==> src/rtl/hicore_bjp_issue.sv <==
// hicore_bjp_issue: in-order issue queue for branch/jump ops.
// Buffers dispatched ops and wakes operands by ROB-pointer tags on the write-back bus.
// Issues only the oldest entry to the BJP unit, with a precomputed link value of pc+4.
// Ops that carry a dispatch-time exception drain with cancel set.

`ifndef HiCore_REG_SIZE
`define HiCore_REG_SIZE 32
`endif
`ifndef HiCore_ROB_PTR_SIZE
`define HiCore_ROB_PTR_SIZE 4
`endif
`ifndef HiCore_ISSUE2ALU_SIZE
`define HiCore_ISSUE2ALU_SIZE 10
`endif

module hicore_bjp_issue #(
   parameter int DEPTH = 4,
   parameter int PTR_W = $clog2(DEPTH)
) (
   input  logic                              clk,
   input  logic                              rst,
   input  logic                              disp_valid,
   output logic                              disp_ready,
   input  logic [`HiCore_ISSUE2ALU_SIZE-1:0] disp_info,
   input  logic [`HiCore_REG_SIZE-1:0]       disp_pc,
   input  logic                              disp_excp,
   input  logic                              disp_rs1_rdy,
   input  logic                              disp_rs2_rdy,
   input  logic [`HiCore_ROB_PTR_SIZE-1:0]   disp_rs1_tag,
   input  logic [`HiCore_ROB_PTR_SIZE-1:0]   disp_rs2_tag,
   input  logic [`HiCore_REG_SIZE-1:0]       disp_rs1_data,
   input  logic [`HiCore_REG_SIZE-1:0]       disp_rs2_data,
   input  logic                              wb_wen,
   input  logic [`HiCore_ROB_PTR_SIZE-1:0]   wb_ptr,
   input  logic [`HiCore_REG_SIZE-1:0]       wb_data,
   output logic                              i_issue2bjp_valid,
   input  logic                              i_issue2bjp_ready,
   output logic                              i_issue2bjp_cancel,
   output logic [`HiCore_REG_SIZE-1:0]       bjp_rd_result,
   output logic [`HiCore_ISSUE2ALU_SIZE-1:0] bjp_info,
   output logic [`HiCore_REG_SIZE-1:0]       bjp_rs1_data,
   output logic [`HiCore_REG_SIZE-1:0]       bjp_rs2_data,
   input  logic                              flush
);

   localparam int REG_W  = `HiCore_REG_SIZE;
   localparam int ROB_W  = `HiCore_ROB_PTR_SIZE;
   localparam int INFO_W = `HiCore_ISSUE2ALU_SIZE;

   // Per-entry storage; the link value is stored already incremented so a
   // reset entry reads back as zero on every output.
   logic [DEPTH-1:0]  ent_vld;
   logic [DEPTH-1:0]  ent_excp;
   logic [DEPTH-1:0]  ent_rs1_rdy;
   logic [DEPTH-1:0]  ent_rs2_rdy;
   logic [ROB_W-1:0]  ent_rs1_tag  [DEPTH];
   logic [ROB_W-1:0]  ent_rs2_tag  [DEPTH];
   logic [REG_W-1:0]  ent_rs1_data [DEPTH];
   logic [REG_W-1:0]  ent_rs2_data [DEPTH];
   logic [REG_W-1:0]  ent_link     [DEPTH];
   logic [INFO_W-1:0] ent_info     [DEPTH];

   // Head/tail carry one wrap bit above the index bits.
   logic [PTR_W:0]    head;
   logic [PTR_W:0]    tail;
   logic [PTR_W-1:0]  hidx;
   logic [PTR_W-1:0]  tidx;
   logic              empty;
   logic              full;
   logic              push;
   logic              pop;
   logic              head_rdy;

   // Operand captured straight off the bus when dispatch and write-back meet.
   logic              byp_rs1;
   logic              byp_rs2;
   logic [REG_W-1:0]  disp_link;

   assign hidx  = head[PTR_W-1:0];
   assign tidx  = tail[PTR_W-1:0];
   assign empty = (head == tail);
   assign full  = (head[PTR_W] != tail[PTR_W]) && (hidx == tidx);

   assign disp_ready = ~full;
   assign push       = disp_valid & ~full & ~flush;

   assign head_rdy          = ent_excp[hidx] | (ent_rs1_rdy[hidx] & ent_rs2_rdy[hidx]);
   assign i_issue2bjp_valid = ~empty & ~flush & head_rdy;
   assign pop               = i_issue2bjp_valid & i_issue2bjp_ready;

   assign i_issue2bjp_cancel = ent_excp[hidx];
   assign bjp_rd_result      = ent_link[hidx];
   assign bjp_info           = ent_info[hidx];
   assign bjp_rs1_data       = ent_rs1_data[hidx];
   assign bjp_rs2_data       = ent_rs2_data[hidx];

   assign byp_rs1   = wb_wen & ~disp_rs1_rdy & (wb_ptr == disp_rs1_tag);
   assign byp_rs2   = wb_wen & ~disp_rs2_rdy & (wb_ptr == disp_rs2_tag);
   assign disp_link = disp_pc + REG_W'(4);

   // Queue state: reset/flush emptying, operand wakeup, push at tail, pop at head.
   always_ff @(posedge clk or posedge rst) begin
      if (rst) begin
         head        <= '0;
         tail        <= '0;
         ent_vld     <= '0;
         ent_excp    <= '0;
         ent_rs1_rdy <= '0;
         ent_rs2_rdy <= '0;
         for (int i = 0; i < DEPTH; i++) begin
            ent_rs1_tag[i]  <= '0;
            ent_rs2_tag[i]  <= '0;
            ent_rs1_data[i] <= '0;
            ent_rs2_data[i] <= '0;
            ent_link[i]     <= '0;
            ent_info[i]     <= '0;
         end
      end else if (flush) begin
         head    <= '0;
         tail    <= '0;
         ent_vld <= '0;
      end else begin
         for (int i = 0; i < DEPTH; i++) begin
            if (ent_vld[i] && wb_wen) begin
               if (!ent_rs1_rdy[i] && (ent_rs1_tag[i] == wb_ptr)) begin
                  ent_rs1_rdy[i]  <= 1'b1;
                  ent_rs1_data[i] <= wb_data;
               end
               if (!ent_rs2_rdy[i] && (ent_rs2_tag[i] == wb_ptr)) begin
                  ent_rs2_rdy[i]  <= 1'b1;
                  ent_rs2_data[i] <= wb_data;
               end
            end
         end
         if (push) begin
            ent_vld[tidx]      <= 1'b1;
            ent_excp[tidx]     <= disp_excp;
            ent_info[tidx]     <= disp_info;
            ent_link[tidx]     <= disp_link;
            ent_rs1_tag[tidx]  <= disp_rs1_tag;
            ent_rs2_tag[tidx]  <= disp_rs2_tag;
            ent_rs1_rdy[tidx]  <= disp_rs1_rdy | byp_rs1;
            ent_rs2_rdy[tidx]  <= disp_rs2_rdy | byp_rs2;
            ent_rs1_data[tidx] <= byp_rs1 ? wb_data : disp_rs1_data;
            ent_rs2_data[tidx] <= byp_rs2 ? wb_data : disp_rs2_data;
            tail               <= tail + (PTR_W+1)'(1);
         end
         if (pop) begin
            ent_vld[hidx] <= 1'b0;
            head          <= head + (PTR_W+1)'(1);
         end
      end
   end

endmodule

==> config.mk <==
export PLATFORM = sky130hd
export DESIGN_NAME = hicore_bjp_issue
export DESIGN_NICKNAME = d
export VERILOG_FILES = /design/src/rtl/hicore_bjp_issue.sv
export SDC_FILE = /design/constraint.sdc
export NUM_CORES = 2
export LEC_CHECK = 0
export CAP_MARGIN = 10
export CORE_MARGIN = 2
export CORE_UTILIZATION = 30
export CTS_CLUSTER_SIZE = 40
export DETAILED_ROUTE_END_ITERATION = 8
export PLACE_DENSITY = 0.5
export SYNTH_ARGS = -nofsm -noshare
export SYNTH_HDL_FRONTEND = slang
export SYNTH_SLANG_ARGS = --single-unit
==> constraint.sdc <==
create_clock -name clk -period 19.7 [get_ports clk]
set_clock_uncertainty 0.15 [all_clocks]
set_input_delay 2.955 -clock clk [delete_from_list [all_inputs] [get_ports clk]]
set_output_delay 2.955 -clock clk [all_outputs]
set_load 0.05 [all_outputs]
Yosys cells after proc, flatten, opt, wreduce, memory -nomap -nowiden
Cells that the tools add are included.
{"block": "op_classes", "eq_ne": 13, "n_reduce_logical": 27, "bitwise_logic": 23, "n_mux": 99, "n_addsub": 3, "order_cmp": 7}
{"operator": "$mux 32", "count": 33}
{"operator": "$bwmux 128", "count": 3}
{"operator": "$mux 128", "count": 2}
{"operator": "$bmux 32 s2", "count": 3}
{"operator": "$demux 32 s2", "count": 1}
{"operator": "$bwmux 40", "count": 1}
{"operator": "$eq 4x4->1", "count": 10}
{"operator": "$add 32x3->32 const B", "count": 1}
{"operator": "$bwmux 16", "count": 2}
{"operator": "$mux 10", "count": 3}
{"operator": "$mux 1", "count": 29}
{"operator": "$mux 4", "count": 7}
{"operator": "$bmux 10 s2", "count": 1}
{"operator": "$demux 10 s2", "count": 1}
{"operator": "$logic_and 1x1->1", "count": 16}
{"operator": "$bwmux 4", "count": 3}
{"operator": "$mux 3", "count": 4}
{"operator": "$and 1x1->1", "count": 10}
{"operator": "$demux 4 s2", "count": 1}
{"operator": "$logic_not 1->1", "count": 8}
{"operator": "$add 3x1->3 const B", "count": 2}
{"operator": "$bmux 1 s2", "count": 3}
{"operator": "$ge 3x3->1 const B", "count": 2}
{"operator": "$lt 2x3->1 const B", "count": 2}
{"operator": "14 further kinds", "count": 24}
{"block": "word_totals", "reg_bits": 478, "input_bits": 159, "out_inout_bits": 109, "wordCells": 202}

Longest topological paths before layout
{"block": "depth", "word_depth": 10, "mapped_depth": 8, "depth_no_buf": 6}

Worst setup path after synthesis
Ideal clock, no wire load.
{"block": "synth_path", "kind": "input to output", "start": "in flush", "end": "out i_issue2bjp_valid", "required_ps": 16595, "slack_ps": 12999, "arrival_ps": 3596, "n_path_buf": 0, "stages": 2, "cell_sequence": "a31oi_1 -> o31a_1"}
{"block": "synth_via", "elab_chain_len": 3}
{"item": "start, declared", "line": "43", "rtl": "input logic flush"}
{"item": "$not 1->1 (no line)"}
{"item": "$and 1x1->1 (2 in series)", "line": "88", "rtl": "assign i_issue2bjp_valid = ~empty & ~flush & head_rdy;"}
{"item": "end, declared", "line": "36", "rtl": "output logic i_issue2bjp_valid,"}
Every way passes these cells.

Final worst setup path
Ends and elaborated chain as after synthesis.

==> flow_metrics.py <==
metrics = {
    "clocking": {
        "clk_pin_slew_ns": 0.06,
        "cts_root_buf": "clkbuf_16",
        "clk_latency_ns": 0.63,
        "cts_tree": "yes",
        "tritoncts_num_sinks": 478,
        "cts_max_level": 2,
        "cts_buffer_depth": 3,
        "cts_resized": 0,
        "cts_buffers": 58,
        "cts_setup_buffers": 0,
        "hold_buffers": 0,
    },
    "place": {
        "dpl_cell_area_um2": 27900,
        "numPortBuffers": 267,
        "hpwl_um": 45700,
        "gp_congestion": 0.758,
    },
    "timing": {
        "drv_slew": 0,
        "hold_viol": 0,
        "setup_viol_count_final": 0,
        "rsz0062_at_grt": "false",
        "period_share_pct": 42.2,
        "fin_crit_ns": 8.31,
        "fin_hold_ws_ns": 0.322,
        "worstMarginPinSlew_ns": 1.19,
        "totalNegativeSetupSlack_ns": 0,
        "max_slew_margin_pct": 20.4,
        "fmax_mhz": 120,
    },
    "outcome": {
        "status": "complete, no violations",
    },
    "grt": {
        "grt_overflow": 0,
        "grt_max_degree": 172,
        "grt_pass1_vias": 18200,
        "track_usage_pct": 18.2,
        "antenna_found_initial": 15,
        "grt_pass1_wl_um": 116000,
    },
    "floorplan": {
        "core-area_um2": 80400,
        "io_pins": 268,
        "initial_core_util_pct": 30.3,
        "die_h_um": 289,
        "die_area_um2": 83500,
        "die_x_um": 289,
        "num_rows": 104,
    },
    "layout": {
        "final_cell_mix": "476 x dfrtp_1, 450 x mux2i_1, 267 x clkdlybuf4s50_1, 206 x nand2_1, 139 x o21ai_0",
        "design_area_um2": 30000,
        "layout_commonest_cell": "dfrtp_1",
        "layout-drive-gt1-share_pct": 14.6,
        "areaGrowthSynthToFinish_pct": 23.2,
        "fin_nets": 2335,
    },
    "hold_path": {
        "hold_path.class": "flip-flop to flip-flop",
        "hold_depth": 2,
    },
    "routing": {
        "drc_errors": 0,
        "wirelength_um": 76100,
        "firstDrtPassIters": 7,
        "vias": 16800,
        "wl_per_cell_um": 23.2,
        "vias_per_cell": 5.13,
        "ant_nets": 0,
        "drt_iter0_drc": 1024,
    },
    "setup_path": {
        "cpPeakStageDelay_ns": 0.87,
        "crit_path_end_kind": "output port",
        "critical_path_class": "input pin to output port",
        "r2r_end": "ent_rs1_tag[8]",
        "crit_top_cell": "clkdlybuf4s50_1",
        "startpoint": "flush",
        "worstPathRequired_ns": 16.60,
        "r2r_start": "head[1]",
        "cp_top_family": "buffers and inverters",
        "cp_data_arrival_time_ns": 5.20,
        "cp_cell_sequence": "clkdlybuf4s50_1 -> a31oi_1 -> o31a_1 -> clkdlybuf4s50_1",
        "rr_worst_depth": 6,
        "timing.critical_path.to": "i_issue2bjp_valid",
        "cpMaxStageDelayCell": "clkdlybuf4s50_1",
        "cp_max_fo": 16,
        "reg2reg_slack_ns": 14.93,
        "path_buf_inv": 2,
        "cp-start-kind": "input pin",
        "path_depth": 4,
    },
    "synth": {
        "ys.flop_type": "dfrtp_1",
        "synth_edf_count": 0,
        "yosysWarnings": 0,
        "synth.largest_area_cell": "dfrtp_1",
        "async_flop_share_pct": 100,
        "synth.ff_latch_count": 478,
        "synth_area_leaders": "dfrtp_1 49%, mux2i_1 18%, mux4_2 9.9%",
        "synth_cells": 1975,
        "yosysUniqueCellTypes": 50,
        "yosysSeqAreaShare_pct": 49.1,
        "synth_area_um2": 24400,
        "avgSynthCellArea_um2": 12.3,
        "synth_nets": 2143,
        "synth_top_cell_area_share_pct": 49.1,
    },
    "job": {
        "max-cap-violations": 0,
    },
    "power": {
        "ir_worst_vdd_mv": 0.0831,
        "power_density_nw_per_um2": 123,
        "power.leakage_uw": 0.0134,
    },
}
[cell type report]
cell class / instances / area, um^2
inverter: 77 / 297
fill: 7724 / 50400
tap: 1060 / 1330
antenna: 3 / 7.51
timing repair buffer: 299 / 2940
sequential: 478 / 12000
clock inverter: 23 / 377
multi-input combinational: 1253 / 11400
clock buffer: 86 / 1710
[flip-flops by register name, summed over array words and instances (netlist names)]
name and flops:
ent_rs2_rdy 4, ent_rs2_tag 16, tail 3, ent_rs2_data 128, ent_rs1_tag 16, ent_excp 4
ent_rs1_rdy 4, ent_link 128, ent_info 40, head 3, ent_vld 4, ent_rs1_data 128
[synth_stat cells (2+ instances only)]
cell and instances:
dfrtp_1 478, mux2i_1 450, nand2_1 206, o21ai_0 139, mux4_2 107, inv_1 77, clkbuf_1 74, mux2_2 57
xnor2_1 55, buf_2 54, a21oi_1 36, a222oi_1 33, o22ai_1 26, buf_4 19, nand3_1 18, buf_1 16
nor3_1 15, xor2_1 14, nor2_1 10, ha_1 9, nand4_1 9, nor4_1 7, o22ai_2 7, nor4_4 6
and3_1 5, a31oi_1 4, and4_1 4, nand2b_1 4, a22oi_1 3, and2_1 3, buf_6 3, nand3b_1 3
a2bb2oi_1 2, nand4b_1 2, nor3b_1 2, o31ai_1 2, or2_2 2, xnor2_2 2
[layer usage]
layer / routed length [um] / part of all wire, % / track usage (%) / vias up
li1: - / - / - / 7545
met1: 33100 / 44 / 24.0 / 8736
met2: 36200 / 48 / 29.9 / 388
met3: 4990 / 6.5 / 5.02 / 124
met4: 1590 / 2.1 / 4.14 / 26
met5: 169 / 0.22 / 0 / -
[cell families after synthesis]
| family | synth area share [%] |
|---|---|
| AND/OR/NAND/NOR | 5.80 |
| multiplexers | 31.0 |
| flip-flops | 49.1 |
| AO/OA/AOI/OAI | 6.51 |
| adder cells (fa/ha/maj) | 0.462 |
| XOR/XNOR | 2.68 |
| buffers and inverters | 4.43 |
[through the flow]
step / total power (uW) / std cells / setup WS, ns / utilization, %
global route: 3910 / 3277 / 11.28 / 37.3
detailed placement: 2570 / 3167 / 11.40 / 34.7
finish: 3700 / 3279 / 11.39 / 37.3
floorplan: 2230 / 1975 / 3.26 / -
global placement: 2520 / 3167 / 11.41 / 34.7
CTS: 3750 / 3276 / 11.39 / 37.3
[report_power, final]
| part | internal [uW] | total (uW) | switching (uW) |
|---|---|---|---|
| clock network | 706 | 1150 | 449 |
| registers | 1300 | 1470 | 175 |
| logic | 479 | 1070 | 593 |
[tightest hold or removal path: stages, from the launching register on]
cell     delay [ns]
dfrtp_1        0.34
nand2_1        0.05
nand2_1        0.06
[how the worst min path moves through the flow]
stage	startpoint	slack (ns)	endpoint
5_1_grt	ent_link[40]	0.35	ent_link[40]
3_3_place_gp	ent_info[3]	0.30	ent_info[3]
6_report	ent_info[8]	0.32	ent_info[8]
4_1_cts	ent_link[1]	0.33	ent_link[1]
3_5_place_dp	ent_link[1]	0.31	ent_link[1]
2_1_floorplan	ent_excp[3]	0.29	ent_excp[3]
No activity file was read; power rests on OpenSTA's default activity.
